**src/rtl/gpio_led_bank_if.sv**
```systemverilog
`timescale 1ns/1ps
`default_nettype none
// ============================================================================
// Module      : gpio_led_bank_if
// Description : Register-access bus for gpio_led_bank. One-cycle read/write
//               strobes, 4-bit address, 32-bit data and a one-cycle ack.
// Revision    : 1.0 - initial release
// ============================================================================
interface gpio_led_bank_if;
    logic        wr_en;
    logic        rd_en;
    logic [3:0]  addr;
    logic [31:0] wdata;
    logic [31:0] rdata;
    logic        ack;

    modport master (
        output wr_en,
        output rd_en,
        output addr,
        output wdata,
        input  rdata,
        input  ack
    );

    modport slave (
        input  wr_en,
        input  rd_en,
        input  addr,
        input  wdata,
        output rdata,
        output ack
    );
endinterface
`default_nettype wire

```
**src/rtl/gpio_led_bank.sv**
```systemverilog
`timescale 1ns/1ps
`default_nettype none
// ============================================================================
// Module      : gpio_led_bank
// Description : Register-mapped GPIO / LED bank. Per-channel direction,
//               output value, PWM dimming, synchronised (optionally
//               debounced) inputs and rising-edge interrupts.
//               Optional feature macro: GPIO_DEBOUNCE_EN adds a per-channel
//               stability counter in front of the input/interrupt logic.
// Revision    : 1.0 - initial release
// ============================================================================
module gpio_led_bank #(
    parameter int CHANNELS        = 8,
    parameter int PWM_WIDTH       = 8,
    parameter int DEBOUNCE_CYCLES = 16
) (
    input  wire logic                clk,
    input  wire logic                reset,
    gpio_led_bank_if.slave           bus,
    input  wire logic [CHANNELS-1:0] gpio_i,
    output logic      [CHANNELS-1:0] gpio_o,
    output logic      [CHANNELS-1:0] gpio_oe,
    output logic                     irq
);

    localparam logic [3:0] c_ADDR_DIR      = 4'd0;
    localparam logic [3:0] c_ADDR_OUT      = 4'd1;
    localparam logic [3:0] c_ADDR_IN       = 4'd2;
    localparam logic [3:0] c_ADDR_PWM_EN   = 4'd3;
    localparam logic [3:0] c_ADDR_IRQ_EN   = 4'd4;
    localparam logic [3:0] c_ADDR_IRQ_STAT = 4'd5;
    localparam logic [3:0] c_ADDR_DUTY_SEL = 4'd6;
    localparam logic [3:0] c_ADDR_DUTY_VAL = 4'd7;
    localparam int         c_SEL_W         = (CHANNELS > 1) ? $clog2(CHANNELS) : 1;

    // Reject parameter values the register map cannot represent
    generate
        if (CHANNELS < 1 || CHANNELS > 32) begin : g_bad_channels
            $error("gpio_led_bank: CHANNELS must be in 1..32");
        end
        if (PWM_WIDTH < 1 || PWM_WIDTH > 32) begin : g_bad_pwm_width
            $error("gpio_led_bank: PWM_WIDTH must be in 1..32");
        end
        if (DEBOUNCE_CYCLES < 1) begin : g_bad_debounce
            $error("gpio_led_bank: DEBOUNCE_CYCLES must be at least 1");
        end
    endgenerate

    logic [CHANNELS-1:0]  dir_q,      dir_d;
    logic [CHANNELS-1:0]  out_q,      out_d;
    logic [CHANNELS-1:0]  pwm_en_q,   pwm_en_d;
    logic [CHANNELS-1:0]  irq_en_q,   irq_en_d;
    logic [CHANNELS-1:0]  irq_stat_q, irq_stat_d;
    logic [CHANNELS-1:0]  duty_sel_q, duty_sel_d;
    logic [PWM_WIDTH-1:0] duty_q [CHANNELS];
    logic [PWM_WIDTH-1:0] duty_d [CHANNELS];
    logic [PWM_WIDTH-1:0] pwm_cnt_q,  pwm_cnt_d;
    logic [CHANNELS-1:0]  sync1_q;
    logic [CHANNELS-1:0]  sync2_q;
    logic [CHANNELS-1:0]  db_prev_q;
    logic [CHANNELS-1:0]  gpio_o_q,   gpio_o_d;
    logic                 irq_q,      irq_d;
    logic                 ack_q,      ack_d;
    logic [31:0]          rdata_q,    rdata_d;

    logic [CHANNELS-1:0]  w_db;
    logic [CHANNELS-1:0]  w_rise;
    logic [CHANNELS-1:0]  w_wdata;
    logic [31:0]          w_sel_ext;
    logic                 w_sel_ok;
    logic [c_SEL_W-1:0]   w_sel_idx;
    logic [31:0]          w_rd_val;

    assign w_wdata   = bus.wdata[CHANNELS-1:0];
    assign w_sel_ext = 32'(duty_sel_q);
    assign w_sel_ok  = (w_sel_ext < 32'(CHANNELS));
    assign w_sel_idx = w_sel_ext[c_SEL_W-1:0];
    assign w_rise    = w_db & ~db_prev_q;

`ifdef GPIO_DEBOUNCE_EN
    localparam int c_CNT_W = $clog2(DEBOUNCE_CYCLES + 1);

    logic [CHANNELS-1:0] db_q,     db_d;
    logic [c_CNT_W-1:0]  db_cnt_q [CHANNELS];
    logic [c_CNT_W-1:0]  db_cnt_d [CHANNELS];

    // Accept a new input level only after it has disagreed with the held level for a full run
    always_comb begin
        db_d     = db_q;
        db_cnt_d = db_cnt_q;
        for (int i = 0; i < CHANNELS; i++) begin
            if (sync2_q[i] != db_q[i]) begin
                if (db_cnt_q[i] == c_CNT_W'(DEBOUNCE_CYCLES - 1)) begin
                    db_d[i]     = sync2_q[i];
                    db_cnt_d[i] = '0;
                end else begin
                    db_cnt_d[i] = db_cnt_q[i] + c_CNT_W'(1);
                end
            end else begin
                db_cnt_d[i] = '0;
            end
        end
    end

    // Debounce state
    always_ff @(posedge clk or posedge reset) begin
        if (reset) begin
            db_q <= '0;
            for (int i = 0; i < CHANNELS; i++) begin
                db_cnt_q[i] <= '0;
            end
        end else begin
            db_q     <= db_d;
            db_cnt_q <= db_cnt_d;
        end
    end

    assign w_db = db_q;
`else
    assign w_db = sync2_q;
`endif

    // Register writes and interrupt status; a new edge beats a same-cycle clear
    always_comb begin
        dir_d      = dir_q;
        out_d      = out_q;
        pwm_en_d   = pwm_en_q;
        irq_en_d   = irq_en_q;
        duty_sel_d = duty_sel_q;
        duty_d     = duty_q;
        irq_stat_d = irq_stat_q;
        if (bus.wr_en) begin
            case (bus.addr)
                c_ADDR_DIR:      dir_d      = w_wdata;
                c_ADDR_OUT:      out_d      = w_wdata;
                c_ADDR_PWM_EN:   pwm_en_d   = w_wdata;
                c_ADDR_IRQ_EN:   irq_en_d   = w_wdata;
                c_ADDR_IRQ_STAT: irq_stat_d = irq_stat_q & ~w_wdata;
                c_ADDR_DUTY_SEL: duty_sel_d = w_wdata;
                c_ADDR_DUTY_VAL: begin
                    if (w_sel_ok) begin
                        duty_d[w_sel_idx] = bus.wdata[PWM_WIDTH-1:0];
                    end
                end
                default: ;
            endcase
        end
        irq_stat_d = irq_stat_d | (w_rise & irq_en_q);
    end

    // Read multiplexer, zero-extended to the bus width
    always_comb begin
        w_rd_val = '0;
        case (bus.addr)
            c_ADDR_DIR:      w_rd_val[CHANNELS-1:0] = dir_q;
            c_ADDR_OUT:      w_rd_val[CHANNELS-1:0] = out_q;
            c_ADDR_IN:       w_rd_val[CHANNELS-1:0] = w_db;
            c_ADDR_PWM_EN:   w_rd_val[CHANNELS-1:0] = pwm_en_q;
            c_ADDR_IRQ_EN:   w_rd_val[CHANNELS-1:0] = irq_en_q;
            c_ADDR_IRQ_STAT: w_rd_val[CHANNELS-1:0] = irq_stat_q;
            c_ADDR_DUTY_SEL: w_rd_val[CHANNELS-1:0] = duty_sel_q;
            c_ADDR_DUTY_VAL: begin
                if (w_sel_ok) begin
                    w_rd_val[PWM_WIDTH-1:0] = duty_q[w_sel_idx];
                end
            end
            default: ;
        endcase
    end

    // Bus response, PWM counter, pad output and interrupt next-state
    always_comb begin
        ack_d     = bus.wr_en | bus.rd_en;
        rdata_d   = (bus.rd_en && !bus.wr_en) ? w_rd_val : '0;
        pwm_cnt_d = pwm_cnt_q + PWM_WIDTH'(1);
        irq_d     = |(irq_stat_q & irq_en_q);
        gpio_o_d  = '0;
        for (int i = 0; i < CHANNELS; i++) begin
            gpio_o_d[i] = pwm_en_q[i] ? (pwm_cnt_q < duty_q[i]) : out_q[i];
        end
    end

    // All block state
    always_ff @(posedge clk or posedge reset) begin
        if (reset) begin
            dir_q      <= '0;
            out_q      <= '0;
            pwm_en_q   <= '0;
            irq_en_q   <= '0;
            irq_stat_q <= '0;
            duty_sel_q <= '0;
            for (int i = 0; i < CHANNELS; i++) begin
                duty_q[i] <= '0;
            end
            pwm_cnt_q  <= '0;
            sync1_q    <= '0;
            sync2_q    <= '0;
            db_prev_q  <= '0;
            gpio_o_q   <= '0;
            irq_q      <= 1'b0;
            ack_q      <= 1'b0;
            rdata_q    <= '0;
        end else begin
            dir_q      <= dir_d;
            out_q      <= out_d;
            pwm_en_q   <= pwm_en_d;
            irq_en_q   <= irq_en_d;
            irq_stat_q <= irq_stat_d;
            duty_sel_q <= duty_sel_d;
            duty_q     <= duty_d;
            pwm_cnt_q  <= pwm_cnt_d;
            sync1_q    <= gpio_i;
            sync2_q    <= sync1_q;
            db_prev_q  <= w_db;
            gpio_o_q   <= gpio_o_d;
            irq_q      <= irq_d;
            ack_q      <= ack_d;
            rdata_q    <= rdata_d;
        end
    end

    assign gpio_o    = gpio_o_q;
    assign gpio_oe   = dir_q;
    assign irq       = irq_q;
    assign bus.rdata = rdata_q;
    assign bus.ack   = ack_q;

endmodule
`default_nettype wire

```
**src/flat_wrapper.sv**
```systemverilog
// flat-port wrapper written by rule: the top's interface ports become plain ports
module gpio_led_bank_flat 
#(
    parameter int CHANNELS        = 8,
    parameter int PWM_WIDTH       = 8,
    parameter int DEBOUNCE_CYCLES = 16
)
  (clk, reset, gpio_i, gpio_o, gpio_oe, irq, bus_wr_en, bus_rd_en, bus_addr, bus_wdata, bus_rdata, bus_ack);
  gpio_led_bank_if bus_i ();
  input  wire logic clk;
  input  wire logic reset;
  input  wire logic [CHANNELS-1:0] gpio_i;
  output logic      [CHANNELS-1:0] gpio_o;
  output logic      [CHANNELS-1:0] gpio_oe;
  output logic irq;
  input wire logic [$bits(bus_i.wr_en)-1:0] bus_wr_en;
  input wire logic [$bits(bus_i.rd_en)-1:0] bus_rd_en;
  input wire logic [$bits(bus_i.addr)-1:0] bus_addr;
  input wire logic [$bits(bus_i.wdata)-1:0] bus_wdata;
  output wire logic [$bits(bus_i.rdata)-1:0] bus_rdata;
  output wire logic [$bits(bus_i.ack)-1:0] bus_ack;
  assign bus_i.wr_en = bus_wr_en;
  assign bus_i.rd_en = bus_rd_en;
  assign bus_i.addr = bus_addr;
  assign bus_i.wdata = bus_wdata;
  assign bus_rdata = bus_i.rdata;
  assign bus_ack = bus_i.ack;
  gpio_led_bank #(.CHANNELS(CHANNELS), .PWM_WIDTH(PWM_WIDTH), .DEBOUNCE_CYCLES(DEBOUNCE_CYCLES)) u_core (.clk(clk), .reset(reset), .bus(bus_i), .gpio_i(gpio_i), .gpio_o(gpio_o), .gpio_oe(gpio_oe), .irq(irq));
endmodule
```
**config.mk**
```make
export PLATFORM = sky130hd
export DESIGN_NAME = gpio_led_bank_flat
export DESIGN_NICKNAME = d
export VERILOG_FILES = /design/src/rtl/gpio_led_bank_if.sv /design/src/rtl/gpio_led_bank.sv /design/src/flat_wrapper.sv
export SDC_FILE = /design/constraint.sdc
export NUM_CORES = 1
export LEC_CHECK = 0
export CAP_MARGIN = 20
export CORE_AREA = 2 2 106 133
export CTS_BUF_LIST = sky130_fd_sc_hd__clkbuf_4
export DETAILED_ROUTE_END_ITERATION = 10
export DIE_AREA = 0 0 108 135
export DONT_BUFFER_PORTS = 1
export GPL_TIMING_DRIVEN = 0
export PLACE_DENSITY = 0.79
export SYNTH_ARGS = -nofsm -noshare
export SYNTH_HDL_FRONTEND = slang
export SYNTH_SLANG_ARGS = --single-unit
```
**constraint.sdc**
```tcl
create_clock -name clk -period 9.2 [get_ports clk]
set_input_delay 1.84 -clock clk [delete_from_list [all_inputs] [get_ports clk]]
set_output_delay 1.84 -clock clk [all_outputs]
set_load 0.01 [all_outputs]
```
==> flow_summary.yaml <==
finish:
  design.final.nets: 885
  final_layout_size_suffix_gt1_share_pct: 25.5
  flow.area_growth_from_synthesis_pct: 7.15
  final_design_area_no_fill_um2: 9120
  multi_input_comb_area_um2: 3950
  fillerInstances: 993
  layout.area.seq_um2: 4050
  final_core_utilization_pct: 68.9
setup_path:
  cp_max_fo: 9
  worstPathRequired_ns: 9.66
  rrSetupSlack_ns: 7.00
  worst-setup-path-type: "input port to flip-flop"
  critPathArrivalTime_ns: 3.39
  crit_path_end_kind: "flip-flop"
  rr_worst_depth: 7
  critical_path.startpoint_type: "input port"
  path_cells: "buf_4, and2b_1, and3_4, nand3b_4, nor2_2, mux2_2"
  worst_path_largest_cell_delay_ns: 0.45
  critical-path-slowest-cell: "nor2_2"
clock_network:
  postCtsSetupRepairBufs: 0
  clk_pin_slew_ns: 0.15
  clockBufferDepth: 2
  cts_tree: "built"
  htree_levels: 4
  cts_hold_buffers: 0
  cts-resized-gates: 0
  clock_latency_at_the_later_pin_of_the_worst_skew_pair_ns: 0.56
  cell_chosen_for_the_clock_root: "clkbuf_4"
  cts-buffers-inserted: 17
  clock-sinks: 162
logic_synthesis:
  synthTopCellsByArea: "dfrtp_1 (48%), mux2_2 (13%), ha_1 (8.4%), o21ai_0 (3.4%), mux4_2 (3.2%)"
  sequential_to_total_area_share_from_yosys_stat_pct: 47.6
  synth_area_leader_cell: "dfrtp_1"
  synth_warnings: 0
  postSynthAreaPerCell_um2: 11.5
  post-synth-top-count-cell: "dfrtp_1"
  netlist_area_um2: 8510
  synth_flop_cell: "dfrtp_1"
  synthDominantCellAreaShare_pct: 47.6
  ys_seq_elements: 162
  netlist_instances: 737
  netlist-cell-type-count: 48
  synth-async-reset-ratio_pct: 100
  synth_top_cells_by_count: "dfrtp_1 (162), mux2_2 (98), inv_1 (66)"
  synth_edf_count: 0
sta:
  grt_setup_unrepaired: "false"
  timing.max_slew.rel_slack_pct: 53.0
  report.final.slew_viol_count: 0
  fin_tns_setup_ns: 0
  finalHoldViolCount: 0
  timing.final.crit_period_ns: 2.93
  slew_of_the_pin_with_the_lowest_slew_margin_ns: 0.705
  setup_viol_count_final: 0
  highest_clock_rate_ghz: 0.341
  timing.clock.skew_ns: 0.0141
  period_share_pct: 31.9
power_and_ir_drop:
  ir_worst_vdd_mv: 0.143
  p_leak_uw: 0.00414
  power_per_cell_area_nw_per_um2: 172
detailed_routing:
  wl_met1_mm: 8.43
  wl_met2_mm: 10.7
  num_vias: 6045
  drt_pre_antenna_iters: 6
  wirelength_mm: 21.7
  dr.max_layer_used: "met4"
  initialDrtViolationCount: 442
  met3RoutedLength_mm: 1.47
  postRouteAntennaNets: 0
  detail_route.wl_per_cell_um: 22.5
  drc_violation_count_after_routing: 0
  vias_per_cell: 6.27
floorplan:
  height_of_the_die_um: 135
  std_cell_rows: 47
  die_width_um: 108
  design.portCount: 98
  fp.coreArea_um2: 13200
  initial_utilization_pct: 64.3
  design.die.area_um2: 14600
job:
  drv.max_cap_violation_count: 0
grt:
  global_route.overflow_total: 0
  track_usage_pct: 31.9
  first_global_vias: 6192
  wire_length_of_the_first_global_routing_pass_mm: 34.2
  grt_max_degree: 103
  grt_antenna_before_repair: 1
hold_path:
  hp-class: "flip-flop to flip-flop"
  timing.hold.worst_path_depth: 0
placement:
  port_buffers: 0
  placed_cell_area_um2: 8840
  detailedPlacementHpwl_mm: 16.2
  globalplace.congestion: 1.01
outcome:
  outcome: "finished clean"
[metal layers]
layer	vias up	GRT usage (%)
li1	2644	-
met1	3048	40.4
met2	276	52.7
met3	77	5.55
met4	0	16.1
met5	-	0
[report_power, final]
part           internal (µW)  leakage (µW)  total, µW  switching (µW)
sequential               793       0.00206        883            90.4
combinational            127       0.00195        283             156
clock                    121      0.000136        403             282
total                   1040       0.00414       1570             529
[cells in the final DEF, fill, tap and decap left out, drive strengths merged, types with 24 or more instances in the layout]
master  Yosys  final
ha         57     57
a21oi      24     24
nor2       24     24
inv        67     75
clkbuf     16     33
buf        39     40
conb        1     24
nand2      38     38
dfrtp     162    162
o21ai      57     57
mux2      106    106
[worst max-delay path, delay by kind of cell]
| kind | cells | cell delay, ns |
|---|---|---|
| muxes | 1 | 0.40 |
| and+or+nand+nor | 4 | 0.97 |
| buffers and inverters | 1 | 0.17 |
[per-stage QoR]
stage | instances | hold WS (ns) | total power, µW | setup slack [ns]
3_5_place_dp | 932 | 0.340 | 1170 | 5.72
2_1_floorplan | 760 | 0.331 | 1070 | 2.98
4_1_cts | 963 | 0.372 | 1570 | 6.30
5_1_grt | 964 | 0.375 | 1640 | 6.24
6_report | 964 | 0.369 | 1570 | 6.27
3_3_place_gp | 931 | 0.334 | 1160 | 1.60
[kinds of logic (layout without fill, tap and decap cells)]
kind of cell	after synthesis	count (layout)	share of synthesized area (%)
flops	162	162	47.6
compound gates	134	134	9.53
xor+xnor	6	6	0.618
simple gates	122	122	7.54
mux	133	133	19.3
buf+inv	122	154	6.91
fa+ha+maj	57	57	8.38
other cells	1	25	0.0441
[state kept, by name, summed over array words and instances, names as in the netlist]
name               count
u_core.bus.ack         1
u_core.bus.rdata       8
u_core.db_prev_q       8
u_core.duty_q         64
u_core.duty_sel_q      8
u_core.gpio_o          8
u_core.gpio_oe         8
u_core.irq             1
u_core.irq_en_q        8
u_core.irq_stat_q      8
u_core.out_q           8
u_core.pwm_cnt_q       8
u_core.pwm_en_q        8
u_core.sync1_q         8
u_core.sync2_q         8
[final timing paths]
| kind | startpoint | end |
|---|---|---|
| worst min-delay path | u_core.sync1_q[5] | u_core.sync2_q[5] |
| max in group asynchronous | reset | u_core.bus.rdata[3] |
| worst max register to register | u_core.duty_sel_q[1] | u_core.bus.rdata[6] |
| worst max-delay path | bus_addr[1] | u_core.duty_q[45] |
| worst min register to register | u_core.sync1_q[5] | u_core.sync2_q[5] |
| min in group asynchronous | reset | u_core.duty_sel_q[3] |
[layout make-up]
class	instances	share of cell area [%]
diodes	1	0.0274
plain buffers	55	3.69
clock buffers	17	1.40
clock inverters	14	1.59
inverters	67	2.81
multi-input cells	476	43.4
flip-flops and latches	162	44.5
well taps	171	2.35
repair buffers	1	0.302
(Power assumes the default switching activity.)
